## config.mk

```make
export PLATFORM = sky130hd
export DESIGN_NAME = neuron_tick_scheduler
export DESIGN_NICKNAME = d
export VERILOG_FILES = /design/src/rtl/neuron_tick_scheduler.sv
export SDC_FILE = /design/constraint.sdc
export NUM_CORES = 1
export LEC_CHECK = 0
export CORE_UTILIZATION = 54
export DETAILED_ROUTE_END_ITERATION = 6
export PLACE_DENSITY = 0.84
export SYNTH_ARGS = -nofsm -noshare
export SYNTH_HDL_FRONTEND = slang
export SYNTH_SLANG_ARGS = --single-unit
export TNS_END_PERCENT = 100
```

## constraint.sdc

```tcl
create_clock -name clk -period 3.4 [get_ports clk]
set_input_delay 0.34 -clock clk [delete_from_list [all_inputs] [get_ports clk]]
set_output_delay 0.34 -clock clk [all_outputs]
set_load 0.05 [all_outputs]
```

## src/rtl/neuron_tick_scheduler.sv

```systemverilog
// neuron_tick_scheduler: walks N virtual neurons through one shared update datapath per tick.
// Optional refractory gating is compiled in with `define SCHED_REFRACTORY_EN.
module neuron_tick_scheduler #(
    parameter int N_NEURONS     = 4,
    parameter int STATE_W       = 8,
    parameter int CUR_W         = 8,
    parameter int REFRACT_TICKS = 2
) (
    input  logic                         clk,
    input  logic                         reset,
    input  logic                         start,
    input  logic                         clear,
    output logic                         busy,
    output logic                         done,
    output logic [N_NEURONS-1:0]         spike_vec,
    output logic [$clog2(N_NEURONS)-1:0] current_sel,
    input  logic [CUR_W-1:0]             current_in,
    output logic                         dp_req,
    input  logic                         dp_ack,
    output logic [STATE_W-1:0]           dp_state_o,
    output logic [CUR_W-1:0]             dp_current_o,
    input  logic [STATE_W-1:0]           dp_state_i,
    input  logic                         dp_spike_i
);

    localparam int IDX_W = $clog2(N_NEURONS);
    localparam logic [IDX_W-1:0] LAST_IDX = IDX_W'(N_NEURONS - 1);

    if (N_NEURONS < 2 || N_NEURONS > 16) begin : g_bad_n
        $error("neuron_tick_scheduler: N_NEURONS out of range");
    end
    if (REFRACT_TICKS < 1 || REFRACT_TICKS > 7) begin : g_bad_refract
        $error("neuron_tick_scheduler: REFRACT_TICKS out of range");
    end

    typedef enum logic [1:0] {
        S_IDLE,
        S_REQ,
        S_NEXT,
        S_DONE
    } state_t;

    state_t                 state_q, state_d;
    logic [IDX_W-1:0]       idx_q, idx_d;
    logic [STATE_W-1:0]     st_q [N_NEURONS];
    logic [STATE_W-1:0]     st_d [N_NEURONS];
    logic [N_NEURONS-1:0]   acc_q, acc_d;
    logic [N_NEURONS-1:0]   spike_q, spike_d;

    logic refr_hit;
    logic adv;
    logic last;

`ifdef SCHED_REFRACTORY_EN
    localparam int RC_W = 3;
    localparam logic [RC_W-1:0] RC_LOAD = RC_W'(REFRACT_TICKS);

    logic [RC_W-1:0] rc_q [N_NEURONS];
    logic [RC_W-1:0] rc_d [N_NEURONS];

    assign refr_hit = (rc_q[idx_q] != '0);

    always_comb begin
        for (int i = 0; i < N_NEURONS; i++) begin
            rc_d[i] = rc_q[i];
        end
        if (state_q == S_IDLE && clear) begin
            for (int i = 0; i < N_NEURONS; i++) begin
                rc_d[i] = '0;
            end
        end else if (adv) begin
            if (refr_hit) begin
                rc_d[idx_q] = rc_q[idx_q] - RC_W'(1);
            end else if (dp_spike_i) begin
                rc_d[idx_q] = RC_LOAD;
            end
        end
    end

    always_ff @(posedge clk or posedge reset) begin
        if (reset) begin
            for (int i = 0; i < N_NEURONS; i++) begin
                rc_q[i] <= '0;
            end
        end else begin
            for (int i = 0; i < N_NEURONS; i++) begin
                rc_q[i] <= rc_d[i];
            end
        end
    end
`else
    assign refr_hit = 1'b0;
`endif

    // A refractory neuron takes the same single-cycle exit from REQ as an ack.
    assign adv  = (state_q == S_REQ) && (refr_hit || dp_ack);
    assign last = (idx_q == LAST_IDX);

    always_ff @(posedge clk or posedge reset) begin
        if (reset) begin
            state_q <= S_IDLE;
        end else begin
            state_q <= state_d;
        end
    end

    always_comb begin
        state_d = state_q;
        unique case (state_q)
            S_IDLE: begin
                if (!clear && start) begin
                    state_d = S_REQ;
                end
            end
            S_REQ: begin
                if (adv) begin
                    state_d = last ? S_DONE : S_NEXT;
                end
            end
            S_NEXT:  state_d = S_REQ;
            S_DONE:  state_d = S_IDLE;
            default: state_d = S_IDLE;
        endcase
    end

    always_comb begin
        busy   = 1'b1;
        done   = 1'b0;
        dp_req = 1'b0;
        unique case (state_q)
            S_IDLE:  busy = 1'b0;
            S_REQ:   dp_req = !refr_hit;
            S_DONE:  done = 1'b1;
            default: ;
        endcase
    end

    always_comb begin
        idx_d   = idx_q;
        acc_d   = acc_q;
        spike_d = spike_q;
        for (int i = 0; i < N_NEURONS; i++) begin
            st_d[i] = st_q[i];
        end
        unique case (state_q)
            S_IDLE: begin
                if (clear) begin
                    for (int i = 0; i < N_NEURONS; i++) begin
                        st_d[i] = '0;
                    end
                end else if (start) begin
                    idx_d = '0;
                    acc_d = '0;
                end
            end
            S_REQ: begin
                if (adv) begin
                    st_d[idx_q]  = refr_hit ? '0 : dp_state_i;
                    acc_d[idx_q] = !refr_hit && dp_spike_i;
                    // Last neuron's bit lands in the same edge that publishes the vector.
                    if (last) begin
                        spike_d = acc_d;
                    end
                end
            end
            S_NEXT: begin
                idx_d = idx_q + IDX_W'(1);
            end
            default: ;
        endcase
    end

    always_ff @(posedge clk or posedge reset) begin
        if (reset) begin
            idx_q   <= '0;
            acc_q   <= '0;
            spike_q <= '0;
            for (int i = 0; i < N_NEURONS; i++) begin
                st_q[i] <= '0;
            end
        end else begin
            idx_q   <= idx_d;
            acc_q   <= acc_d;
            spike_q <= spike_d;
            for (int i = 0; i < N_NEURONS; i++) begin
                st_q[i] <= st_d[i];
            end
        end
    end

    assign current_sel  = idx_q;
    assign spike_vec    = spike_q;
    assign dp_state_o   = st_q[idx_q];
    assign dp_current_o = dp_req ? current_in : '0;

endmodule

```

* Word-level counts from Yosys, hierarchy flattened *
Cells that the tools add are included.

cells by class
  reduce and logical (&&, ||, !) cells = 13
  bitwise operators = 1
  add/sub/neg operators = 1
  order comparisons = 4
  mux-type cells = 27
  eq/ne operators = 9

operator list
  kind                                                                           count
  32-bit two-way mux                                                             2
  32-bit case mux with 2 select lines                                            1
  32-bit bitwise mux                                                             1
  8-bit two-way mux                                                              4
  8-bit binary-select mux with 2-bit select                                      1
  8-bit demux with 2-bit select                                                  1
  4-bit two-way mux                                                              3
  2-bit != test (second input constant)                                          5
  3-bit AND reduction                                                            3
  2-bit two-way mux                                                              4
  2-bit case mux with 4 select lines                                             1
  4-bit case mux with 2 select lines                                             1
  2-bit == test (second input constant)                                          3
  1-bit two-way mux                                                              5
  4-bit bitwise mux                                                              1
  1-bit logical AND                                                              4
  2-bit case mux with 2 select lines                                             1
  4-bit AND reduction                                                            1
  2-bit nonzero test                                                             2
  3-bit greater-or-equal comparator (second input constant)                      1
  2-bit by 3-bit less-than comparator with 1-bit output (second input constant)  1
  3-bit by 1-bit less-than comparator with 1-bit output (second input constant)  1
  2-bit NOT with 3-bit output                                                    1
  2-bit by 1-bit adder with 2-bit output (second input constant)                 1
  other kinds (6)                                                                6

word-level totals
  bits in registers = 44
  word-level logic and storage cells = 63
  output and inout port bits = 25

* Depth between registers and ports, before layout *
  depth after elaboration = 8
  mapped depth = 7
  depth with buffers taken out = 5

* Worst setup path after synthesis *
OpenSTA, ideal clock, no wires.

  path kind = reg2reg
  start = reg idx_q[0], in the netlist current_sel[0]
  end = reg st_q[29] (netlist name)
  stages on the path, launching flop included = 8
  data arrival time = 2.095 ns
  required time = 3.272 ns
  slack = 1.177 ns
  setup time = 0.128 ns
  clock period less this slack = 2.223 ns
  cell sequence = dfrtp_1 > buf_2 > inv_1 > ha_1 > nand3_1 > a21o_1 > buf_2 > mux2_1

on the way
  word-level cells in the longest chain between the ends = 8

RTL lines
  element                                                                                                                                  line  text
  from (decl)                                                                                                                              44    logic [IDX_W-1:0] idx_q, idx_d;
  from (signal assigned)                                                                                                                   182   idx_q <= idx_d;
  2-bit NOT with 3-bit output *                                                                                                            158   st_d[idx_q] = refr_hit ? '0 : dp_state_i;
  3-bit greater-or-equal comparator (not written as such) / 3-bit by 1-bit less-than comparator with 1-bit output (equally long branches)  158
  1-bit logical AND (not written as such)                                                                                                  158
  8-bit two-way mux                                                                                                                        158
  8-bit demux with 2-bit select *                                                                                                          158
  32-bit bitwise mux *                                                                                                                     158
  32-bit two-way mux *                                                                                                                     157   if (adv) begin
  32-bit case mux with 2 select lines *                                                                                                    145   unique case (state_q)
  to (signal, indexed assignment)                                                                                                          186   st_q[i] <= st_d[i];
  to (decl)                                                                                                                                45    logic [STATE_W-1:0] st_q [N_NEURONS];

Every way passes the cells marked *; elsewhere a longest branch is shown, timed or not. The select of a mux whose other input is x is not followed.
A chain may end at the register's enable or synchronous reset.

* Worst setup path in the final report *
  start = reg idx_q[0], in the netlist current_sel[0]
  end = out dp_state_o[3]

on the way
  word-level cells in the longest chain between the ends = 4

RTL lines
  element                                               line  text
  2-bit NOT with 3-bit output (not written as such)     193   assign dp_state_o = st_q[idx_q];
  8-bit binary-select mux with 2-bit select             193
  8-bit two-way mux (not written as such) (2 in a row)  193
  to (decl)                                             20    output logic [STATE_W-1:0] dp_state_o,

Every way passes these cells. The select of a mux whose other input is x is not followed.

==> reports/metrics.yaml <==
powerDensity_nw_per_um2: 889.1
timing.fmax_ghz: 0.3563
initial_core_util_pct: 58.10
critPathBufInv: 1
coreArea_um2: 3771
grt.overflow.total: 0
antenna_cells: 0
postSynthCellCount: 182
setup-violations-final: 0
p_seq_share_pct: 33.8
min_period_ps: 2807
cts_setup_buffers: 0
antenna_found_initial: 0
rows: 22
ff2ff_path_depth: 5
cts_made_buffers: 5
slew_viol_final: 0
slew_headroom_pct: 39.61
placed_area_um2: 2638
drt_iter0_markers: 130
routed_wl_mm: 5.319
ios: 47
period_share_pct: 82.56
cts_buffer_depth: 2
min_from: "spike_vec[3]"
whs_endpoint: "spike_vec[3]"
crit_required_ps: 3060
fill_cells: 260
drc: 0
drtAntennaViolNets: 0
comb_power_share_pct: 52.3
grt_pass1_wl_mm: 8.625
dp_hpwl_mm: 3.770
tightestPinTransition_ps: 904.9
synth_nets: 211
die-area_um2: 4316
final_cell_mix: "clkdlybuf4s50_1 (46), dfrtp_1 (43), nand3_1 (23)"
synth_seq_cells: 43
yosysUniqueCellTypes: 32
yosysWarnings: 0
dieHeight_um: 65.70
critPathKind: "reg -> out"
r2r-end: "st_q[29]"
reg2reg_from: "current_sel[0]"
fin_setup_tns_ps: 0
p_int_mw: 1.299
cpLargestDelayFamily: "flip-flops"
wire_per_inst_um: 19.56
place_congestion: 0.8310
path_max_fanout: 15
final_common_cell: "clkdlybuf4s50_1"
endpoint_kind: "output port"
drv_cap: 0
grt_pass1_vias: 1755
hp-class: "reg -> reg"
min_path_cells: 2
synthTopCellsByArea: "dfrtp_1 (49%), a22o_1 (8.8%), mux4_2 (8.2%)"
htreeDepth: 2
drive_gt1_share_pct: 13.84
power_mw: 2.427
cts.sinks: 43
routed_via_density: 6.290
nets: 252
crit_chain: "mux4_2, clkdlybuf4s50_1"
startpoint_type: "flop"
cts_hold_buffers: 0
area_delta_synth_final_pct: 24.61
clock_skew_ps: 5.784
p_leak_nw: 1.210
port_buffers: 46
synth-seq-area-share_pct: 49.11
cp-startpoint: "current_sel[0]"
grt_max_degree: 26
clkPwrFrac_pct: 13.8
ir_drop_v: 0.0005134
slowest_delay_ps: 840
die_w_um: 65.70
cpMaxStageDelayCell: "dfrtp_1"
yosysTopAreaCell: "dfrtp_1"
cts-resized-gates: 0
drt_first_pass_iters: 4
via_count: 1711
switching_share_pct: 46.50
rsz0062_at_grt: "false"
r2r_slack_ps: 1080
clkTransAtPathRegs_ps: 80
grt.total_usage_pct: 27.40
cts_tree: "built"
arrival_ps: 2470
synth.avg_cell_area_um2: 12.04
clock_latency_ps: 310
final_area_um2: 2730
synth_area_um2: 2191
p_sw_mw: 1.129
cts_root_buf: "clkbuf_8"
outcome: "finished, final reports clean"
finalHoldViolations: 0
synth_top_area_share_pct: 49.11
## worst max-delay path by stage
stage,to,slack [ps],cells past startpoint
floorplan,st_q[29],1180,7
global placement,dp_state_o[7],940,2
detailed placement,dp_state_o[3],890,2
CTS,dp_state_o[3],550,2
global route,dp_state_o[3],460,2
finish,dp_state_o[3],590,2
## cells in the mapped netlist
| library cell | number |
|---|---|
| a21boi_2 | 1 |
| a21o_1 | 3 |
| a22o_1 | 22 |
| a32o_1 | 1 |
| a32oi_1 | 3 |
| and2_0 | 1 |
| and2_1 | 10 |
| and3_1 | 4 |
| and3_4 | 1 |
| and3b_1 | 1 |
| buf_1 | 1 |
| buf_2 | 5 |
| buf_4 | 1 |
| buf_6 | 4 |
| clkbuf_1 | 4 |
| dfrtp_1 | 43 |
| ha_1 | 7 |
| inv_1 | 4 |
| mux2_1 | 2 |
| mux2i_1 | 3 |
| mux4_2 | 8 |
| nand2_1 | 8 |
| nand2b_1 | 1 |
| nand3_1 | 23 |
| nand4b_1 | 1 |
| nor2b_1 | 3 |
| o21ai_0 | 5 |
| o21ai_2 | 8 |
| o31a_1 | 1 |
| or2_2 | 1 |
| or3b_1 | 1 |
| or3b_2 | 1 |
## power groups by stage
stage | clock network (mW) | logic (mW) | registers [mW]
floorplan | 0 | 0.893 | 0.828
global placement | 0 | 1.24 | 0.815
detailed placement | 0 | 1.27 | 0.828
CTS | 0.339 | 1.27 | 0.819
global route | 0.357 | 1.34 | 0.845
finish | 0.336 | 1.27 | 0.821
## area by class of cell
class                      count  area (µm²)  share of cell area [%]
clock buffer                   5       68.82                   2.521
clock inverter                 3       23.77                  0.8708
inverter                       4       15.01                  0.5500
multi-input combinational    120        1003                   36.76
sequential                    43        1076                   39.41
tap                           48       60.06                   2.200
timing repair buffer          49       483.0                   17.69
## kinds of logic (layout without fill, tap and decap cells)
group / Yosys count / after routing / share of synthesized area [%]
AND/OR/NAND/NOR: 56 / 56 / 14.45
AO/OA/AOI/OAI: 44 / 44 / 16.73
flip-flops: 43 / 43 / 49.11
multiplexers: 13 / 13 / 10.62
buffers and inverters: 19 / 61 / 5.082
adder cells (fa/ha/maj): 7 / 7 / 3.998
## sequential cells by signal, indices dropped and copies added (netlist names)
name	count
state_q	2
st_q	32
spike_vec	4
current_sel	2
acc_q	3
## stage by stage
step / std cells / utilization, % / hold WS [ps] / setup WS [ps]
2_1_floorplan: 182 / - / 459.5 / 1177
3_3_place_gp: 264 / 69.94 / 468.9 / 942.9
3_5_place_dp: 264 / 69.94 / 462.5 / 886.5
4_1_cts: 272 / 72.40 / 491.7 / 552.4
5_1_grt: 272 / 72.40 / 514.9 / 458.9
6_report: 272 / 72.40 / 495.3 / 593.1
## worst register-to-register path, cell delays in order, from the launching register on
cell,delay [ps]
dfrtp_1,840
inv_1,210
ha_1,320
nand3_1,130
a21o_1,350
mux2_1,370
## routing by layer
layer	vias up	global-route usage [%]	wire (µm)
met1	875	32.41	2148
met3	11	5.382	328
met5	-	0	0
met4	0	14.40	90
li1	756	-	-
met2	69	46.68	2751
No activity file was read; power rests on OpenSTA's default activity.
